==> src/rtl/alu_exec_stage_if.sv <==
// Handshake bundle for alu_exec_stage: operand/opcode request side and result side.
// master drives operands and out_ready; slave is the execute stage itself.
interface alu_exec_stage_if #(parameter int WIDTH = 32);
    logic             in_valid;
    logic             in_ready;
    logic [2:0]       ALUControl;
    logic [WIDTH-1:0] SrcA;
    logic [WIDTH-1:0] SrcB;
    logic             out_valid;
    logic             out_ready;
    logic [WIDTH-1:0] ALUResult;
    logic             Zero;
    logic             Illegal;

    modport master (
        output in_valid, ALUControl, SrcA, SrcB, out_ready,
        input  in_ready, out_valid, ALUResult, Zero, Illegal
    );

    modport slave (
        input  in_valid, ALUControl, SrcA, SrcB, out_ready,
        output in_ready, out_valid, ALUResult, Zero, Illegal
    );
endinterface

==> src/rtl/alu_exec_stage.sv <==
// Registered ALU execute stage (ADD/SUB/AND/OR/SLT); ALU_SHIFT_EN adds iterative SLL/SRL/SRA.
// Latency: 1 cycle; shifts by n>=1 take n+1 cycles, shamt=0 behaves as single-cycle.
// Backpressure: result held while out_valid && !out_ready; in_ready low during shifts and stalls.
module alu_exec_stage #(
    parameter int WIDTH = 32
) (
    input  logic            clk,
    input  logic            reset,
    alu_exec_stage_if.slave bus
);
    logic [WIDTH-1:0] res_q, res_nxt, alu_res;
    logic             zero_q, ill_q, vld_q;
    logic             ill_nxt, alu_ill, ld, in_rdy, accept;

    assign accept        = bus.in_valid && in_rdy;
    assign bus.in_ready  = in_rdy;
    assign bus.out_valid = vld_q;
    assign bus.ALUResult = res_q;
    assign bus.Zero      = zero_q;
    assign bus.Illegal   = ill_q;

    always_comb begin
        alu_res = '0;
        alu_ill = 1'b0;
        case (bus.ALUControl)
            3'b000:  alu_res = bus.SrcA + bus.SrcB;
            3'b001:  alu_res = bus.SrcA - bus.SrcB;
            3'b010:  alu_res = bus.SrcA & bus.SrcB;
            3'b011:  alu_res = bus.SrcA | bus.SrcB;
            3'b101:  alu_res = {{(WIDTH-1){1'b0}}, $signed(bus.SrcA) < $signed(bus.SrcB)};
`ifdef ALU_SHIFT_EN
            // Shift by zero: passes SrcA straight through as a single-cycle op.
            default: alu_res = bus.SrcA;
`else
            default: alu_ill = 1'b1;
`endif
        endcase
    end

`ifdef ALU_SHIFT_EN
    localparam int SHW = $clog2(WIDTH);

    typedef enum logic {IDLE, SHIFT} state_t;

    state_t           state, state_nxt;
    logic [WIDTH-1:0] acc, acc_nxt, acc_sh;
    logic [SHW-1:0]   cnt, cnt_nxt, shamt;
    logic [1:0]       sh_op, sh_op_nxt;
    logic             is_shift;

    assign shamt    = bus.SrcB[SHW-1:0];
    assign is_shift = bus.ALUControl[2] && (bus.ALUControl[1:0] != 2'b01);
    assign in_rdy   = (state == IDLE) && (!vld_q || bus.out_ready);

    always_comb begin
        case (sh_op)
            2'b00:   acc_sh = {acc[WIDTH-2:0], 1'b0};
            2'b10:   acc_sh = {1'b0, acc[WIDTH-1:1]};
            default: acc_sh = {acc[WIDTH-1], acc[WIDTH-1:1]};
        endcase
    end

    always_comb begin
        state_nxt = state;
        acc_nxt   = acc;
        cnt_nxt   = cnt;
        sh_op_nxt = sh_op;
        ld        = 1'b0;
        res_nxt   = alu_res;
        ill_nxt   = alu_ill;
        case (state)
            IDLE: begin
                if (accept) begin
                    if (is_shift && (shamt != '0)) begin
                        state_nxt = SHIFT;
                        acc_nxt   = bus.SrcA;
                        cnt_nxt   = shamt;
                        sh_op_nxt = bus.ALUControl[1:0];
                    end else begin
                        ld = 1'b1;
                    end
                end
            end
            SHIFT: begin
                acc_nxt = acc_sh;
                cnt_nxt = cnt - 1'b1;
                if (cnt == SHW'(1)) begin
                    state_nxt = IDLE;
                    ld        = 1'b1;
                    res_nxt   = acc_sh;
                    ill_nxt   = 1'b0;
                end
            end
            default: state_nxt = IDLE;
        endcase
    end

    always_ff @(posedge clk) begin
        if (reset) begin
            state <= IDLE;
            acc   <= '0;
            cnt   <= '0;
            sh_op <= '0;
        end else begin
            state <= state_nxt;
            acc   <= acc_nxt;
            cnt   <= cnt_nxt;
            sh_op <= sh_op_nxt;
        end
    end
`else
    assign in_rdy  = !vld_q || bus.out_ready;
    assign ld      = accept;
    assign res_nxt = alu_res;
    assign ill_nxt = alu_ill;
`endif

    // Entering SHIFT needs out_ready when a result is pending, so the else-branch drains it.
    always_ff @(posedge clk) begin
        if (reset) begin
            vld_q  <= 1'b0;
            res_q  <= '0;
            zero_q <= 1'b0;
            ill_q  <= 1'b0;
        end else if (ld) begin
            vld_q  <= 1'b1;
            res_q  <= res_nxt;
            zero_q <= (res_nxt == '0);
            ill_q  <= ill_nxt;
        end else if (bus.out_ready) begin
            vld_q  <= 1'b0;
        end
    end
endmodule

==> src/flat_wrapper.sv <==
// flat-port wrapper written by rule: the top's interface ports become plain ports
module alu_exec_stage_flat 
#(
    parameter int WIDTH = 32
)
  (clk, reset, bus_in_valid, bus_ALUControl, bus_SrcA, bus_SrcB, bus_out_ready, bus_in_ready, bus_out_valid, bus_ALUResult, bus_Zero, bus_Illegal);
  alu_exec_stage_if #(.WIDTH(WIDTH)) bus_i ();
  input  logic clk;
  input  logic reset;
  input wire logic [$bits(bus_i.in_valid)-1:0] bus_in_valid;
  input wire logic [$bits(bus_i.ALUControl)-1:0] bus_ALUControl;
  input wire logic [$bits(bus_i.SrcA)-1:0] bus_SrcA;
  input wire logic [$bits(bus_i.SrcB)-1:0] bus_SrcB;
  input wire logic [$bits(bus_i.out_ready)-1:0] bus_out_ready;
  output wire logic [$bits(bus_i.in_ready)-1:0] bus_in_ready;
  output wire logic [$bits(bus_i.out_valid)-1:0] bus_out_valid;
  output wire logic [$bits(bus_i.ALUResult)-1:0] bus_ALUResult;
  output wire logic [$bits(bus_i.Zero)-1:0] bus_Zero;
  output wire logic [$bits(bus_i.Illegal)-1:0] bus_Illegal;
  assign bus_i.in_valid = bus_in_valid;
  assign bus_i.ALUControl = bus_ALUControl;
  assign bus_i.SrcA = bus_SrcA;
  assign bus_i.SrcB = bus_SrcB;
  assign bus_i.out_ready = bus_out_ready;
  assign bus_in_ready = bus_i.in_ready;
  assign bus_out_valid = bus_i.out_valid;
  assign bus_ALUResult = bus_i.ALUResult;
  assign bus_Zero = bus_i.Zero;
  assign bus_Illegal = bus_i.Illegal;
  alu_exec_stage #(.WIDTH(WIDTH)) u_core (.clk(clk), .reset(reset), .bus(bus_i));
endmodule
==> config.mk <==
export PLATFORM = sky130hd
export DESIGN_NAME = alu_exec_stage_flat
export DESIGN_NICKNAME = d
export VERILOG_FILES = /design/src/rtl/alu_exec_stage_if.sv /design/src/rtl/alu_exec_stage.sv /design/src/flat_wrapper.sv
export SDC_FILE = /design/constraint.sdc
export NUM_CORES = 1
export LEC_CHECK = 0
export CORE_MARGIN = 2
export CORE_UTILIZATION = 50
export CTS_CLUSTER_SIZE = 8
export DETAILED_ROUTE_END_ITERATION = 8
export PLACE_DENSITY = 0.82
export RECOVER_POWER = 50
export SYNTH_ARGS = -nofsm -noshare
export SYNTH_HDL_FRONTEND = slang
export SYNTH_SLANG_ARGS = --single-unit
==> constraint.sdc <==
create_clock -name clk -period 4.2 [get_ports clk]
set_input_delay 0.84 -clock clk [delete_from_list [all_inputs] [get_ports clk]]
set_output_delay 0.84 -clock clk [all_outputs]
set_load 0.01 [all_outputs]
# Word level (Yosys, flattened, before mapping)
# Index checks and enable logic that the tools add are counted.
# Widths: inputs -> output; s select.
# classes
muxes,4
addsub,2
bitwise_logic,2
reduce_logical,7
eq_ne,4
n_lt_le_gt_ge,1
# op_table
cell,count
$pmux 32 s5,1
$add 32x32->32,1
$and 32x32->32,1
$logic_not 32->1,1
$lt 32x32->1,1
$or 32x32->32,1
$sub 32x32->32,1
$eq 3x2->1 const B,2
$reduce_or 5->1,1
$eq 3x1->1 const B,1
$eq 3x3->1 const B,1
$logic_not 3->1,1
$mux 1,3
$reduce_bool 2->1,1
$logic_and 1x1->1,1
$logic_not 1->1,1
$logic_or 1x1->1,1
# word_totals
regBits,35
out_inout_bits,36
inputBits,71
wordCells,24

# Longest topological paths before layout
# depth
ltp_word,4
mapped_depth,14

# Least setup slack after synthesis
# Ideal clock, no wire load.
# synth_path
path_kind,input to register
start,in bus_SrcB[17]
end,reg u_core.zero_q (netlist: u_core.bus.Zero)
setup_time_ns,0.084
cell_stages,14
required_ns,4.116
arrival_time_ns,3.695
path_buffers,1
path_slack_ns,0.421
cell_sequence,inv_1 -> ha_1 -> buf_6 -> or4_4 -> or4_1 -> and4_4 -> o2bb2ai_2 -> o41ai_4 -> o21ai_2 -> o21ai_1 -> nand2b_1 -> a31oi_1 -> nand4_1 -> o31ai_2
# synth_via
elab_chain_len,3
word_cells_on_any_way,7
# synth_lines
item,line,text
"start, declared",flat_wrapper.sv:13,input wire logic [$bits(bus_i.SrcB)-1:0] bus_SrcB;
"$sub 32x32->32, or another cell as far along",alu_exec_stage.sv:27,3'b001: alu_res = bus.SrcA - bus.SrcB;
$pmux 32 s5 *,alu_exec_stage.sv:25,case (bus.ALUControl)
$logic_not 32->1 *,alu_exec_stage.sv:128,zero_q <= (res_nxt == '0);
"end signal, assigned",alu_exec_stage.sv:128,
"end, declared",alu_exec_stage.sv:12,"logic zero_q, ill_q, vld_q;"
# Mark *: on every way between the ends. The rest lies on a longest branch, timed or not.
# A chain may end at the register's enable or synchronous reset.

# Final worst setup path
# layout_path
start,in bus_SrcB[15]
end,reg u_core.res_q[26] (netlist: u_core.bus.ALUResult[26])
# layout_via
elab_chain_len,2
word_cells_on_any_way,3
# layout_lines
item,line,text
$sub 32x32->32 / $add 32x32->32 (equally long branches),"alu_exec_stage.sv:27, alu_exec_stage.sv:26",
$pmux 32 s5 *,alu_exec_stage.sv:25,
"end signal, assigned",alu_exec_stage.sv:127,res_q <= res_nxt;
"end, declared",alu_exec_stage.sv:11,"logic [WIDTH-1:0] res_q, res_nxt, alu_res;"
# Marks and branches as above.

==> summary.md <==
| Metric | Value |
|---|---|
| Worst hold path type | register to register |
| Failing checks | capacitance limit, slew limit |
| Cell Area, Synth | 0.00675 mm2 |
| Clock H-tree levels | 2 |
| TNS Setup | 0 ns |
| GRT overflow | 0 |
| TritonCTS clock tree | done |
| First-pass GRT wire length | about 38000 um |
| Final setup viols | 0 |
| Critical path data arrival time | 4.21 ns |
| Worst path required time | 4.35 ns |
| Crit path capture type | register |
| Fin util | 0.725 |
| Clock Tree Buf Depth | 2 |
| Worst-Margin Slew | 1.53 ns |
| Via count | 8471 |
| Kind of critical path | input pin to register |
| Pins Over Slew Limit | 36 |
| Die area | 0.0144 mm2 |
| Worst IR Drop VDD | 0.000165 V |
| Syn nets | 1172 |
| WHS Path Cells | 2 |
| DP Wirelength | 19400 um |
| Antenna cells | 0 |
| Main synth FF type | dfxtp_1 |
| Clock skew | 0.00339 ns |
| Sequential element share of the synthesized area | 0.104 |
| Syn Inst Count | 990 |
| Ys Warns | 0 |
| Fill cells | about 1100 |
| Initial DRC count | 1063 |
| P_leak | 4.52 nW |
| Worst relative slew slack | -0.0220 |
| Synth area leader | ha_1 |
| Antenna violations before repair | 0 |
| Die Wd | about 120 um |
| Worst-case reg-to-reg path depth | 4 |
| Tmin final | 4.06 ns |
| Status | finished, violations left |
| Synth cell count leaders | 111 x nor2_1, 109 x ha_1, 101 x inv_1 |
| Die Ht | between 100 and 150 um |
| Ranking of synthesized cells by area | ha_1 20%, dfxtp_1 10%, a21oi_1 6.5%, nor2_1 6.2%, inv_1 5.6% |
| Layout cell share with drive strength beyond 1 | 0.200 |
| Most frequent cell after synthesis | nor2_1 |
| Vias in the first global route | 7810 |
| Number of remaining DRC errors | 0 |
| Yosys reg bits | 35 |
| Final RePlAce weighted congestion | 1.06 |
| Asr flop ratio synth | 0 |
| Buffers added on ports | approximately 110 |
| Clock-pin slew reported for the worst setup and hold paths after clock tree synthesis | 0.05 ns |
| Cell row count | 42 |
| CTS root buf | clkbuf_16 |
| Post-synth cell types | 76 |
| Area after DPL | 0.00916 mm2 |
| Final Instance Area | 0.00957 mm2 |
| TritonCTS Buffers | 5 |
| Wire per inst | 17.3 um |
| Crit-path max FO | 3 |
| Area grow syn2layout | 41.8% |
| Layout net count | 1415 |
| Synth top area share | 0.202 |
| Remaining antenna violation count after routing | 0 |
| Post-synth EDFFs | 0 |
| Syn Area/Cell | 6.81 um2 |
| Vias per cell | 6.01 |
| CP startpoint kind | input pin |
| Global Route Usage Sum | 0.325 |
| Core area | 0.0132 mm2 |
| Worst-skew pair later-pin latency | 0.28 ns |
| PD cells | approximately 210 mW/mm2 |
| Starting density of the core | 0.511 |
| Fin. Hold Viols | 0 |
| Max-Cap Viols | 1 |
| Largest net degree at the start of global routing | 46 |
| I/O Pins | roughly 110 |
| Fmax | 246 MHz |
| DR pass1 iterations | 7 |
| Routed WL | 24400 um |
| Period utilization | 0.966 |
| Clock sink total | 35 |
[per-layer routing]
metal  GRT usage  wire, um  vias to the layer above
li1            -         -                     4037
met1       0.436     10300                     3890
met2       0.539     11000                      476
met3      0.0509      2410                       68
met4      0.0890       648                        0
met5           0         0                        -
[cells in the final DEF, fill, tap and decap left out, types with 12 or more instances in the layout]
master           instances
a21oi_1                 82
o21ai_0                 43
o211ai_1                16
dfxtp_1                 35
buf_4                  188
dlygate4sd3_1           34
mux2i_1                 17
a211oi_1                24
o21a_1                  12
clkdlybuf4s50_1         68
nand2b_1                20
nand2_1                 92
a21o_1                  12
nor2b_1                 12
nand3_1                 20
inv_1                  100
nand4_1                 13
ha_1                   103
nor2_1                 111
nor3_1                  26
[cells by family after synthesis]
kind of cell / after synthesis / share of synthesized area
buffers and inverters: 161 / 0.0909
AOI/OAI and AO/OA: 317 / 0.323
adders and majority gates: 111 / 0.208
DFF: 35 / 0.104
xor gates and xnor gates: 4 / 0.00519
muxes: 19 / 0.0302
and+or+nand+nor: 343 / 0.239
[through the flow]
stage	hold WS, ns	total power, mW	cells	setup slack [ns]
global placement	0.442	1.51	1395	-0.278
detailed placement	0.449	1.53	1395	-0.397
floorplan	0.476	0.991	990	0.421
CTS	0.463	1.94	1402	0.00630
global route	0.469	2.11	1409	-0.0236
finish	0.456	2.00	1409	0.142
[state kept, by name, indices dropped and copies added (netlist names)]
register              count
u_core.bus.out_valid      1
u_core.bus.Zero           1
u_core.bus.ALUResult     32
u_core.bus.Illegal        1
[worst paths after layout]
check	from	slack, ns	end
worst min register to register	u_core.bus.ALUResult[7]	0.46	u_core.bus.ALUResult[7]
worst max register to register	u_core.bus.out_valid	2.40	u_core.bus.ALUResult[16]
worst min-delay path	u_core.bus.ALUResult[7]	0.46	u_core.bus.ALUResult[7]
worst max-delay path	bus_SrcB[15]	0.14	u_core.bus.ALUResult[26]
[repair_timing]
action	CTS	global route
endpoints found under the setup margin	1	8
hold buffers	0	0
buffers inserted	0	7
pin swaps	0	20
gates resized for setup	3	38
endpoints found under the hold margin	0	0
[final cells by class]
cell class                 count  area [um2]  area share
multi-input combinational    794        5630       0.588
timing repair buffer         295        2480       0.259
sequential                    35         701      0.0732
inverter                     102         383      0.0400
tap                          176         220      0.0230
clock buffer                   6         129      0.0135
clock inverter                 1        30.0     0.00314
[worst max-delay path, stage by stage]
cell	delay, ns
clkdlybuf4s50_1	0.47
inv_1	0.06
ha_1	0.31
or4_4	0.54
buf_4	0.16
a21oi_2	0.12
a211oi_2	0.13
buf_4	0.17
o211a_1	0.14
o41ai_4	0.41
buf_4	0.18
nand3_1	0.07
o2111a_1	0.19
buf_4	0.14
a211oi_1	0.27
[power by group]
group | internal [mW] | switching [mW] | total (mW)
combinational | 0.567 | 0.653 | 1.22
clock | 0.276 | 0.129 | 0.406
sequential | 0.360 | 0.0149 | 0.374
(Power assumes the default switching activity.)
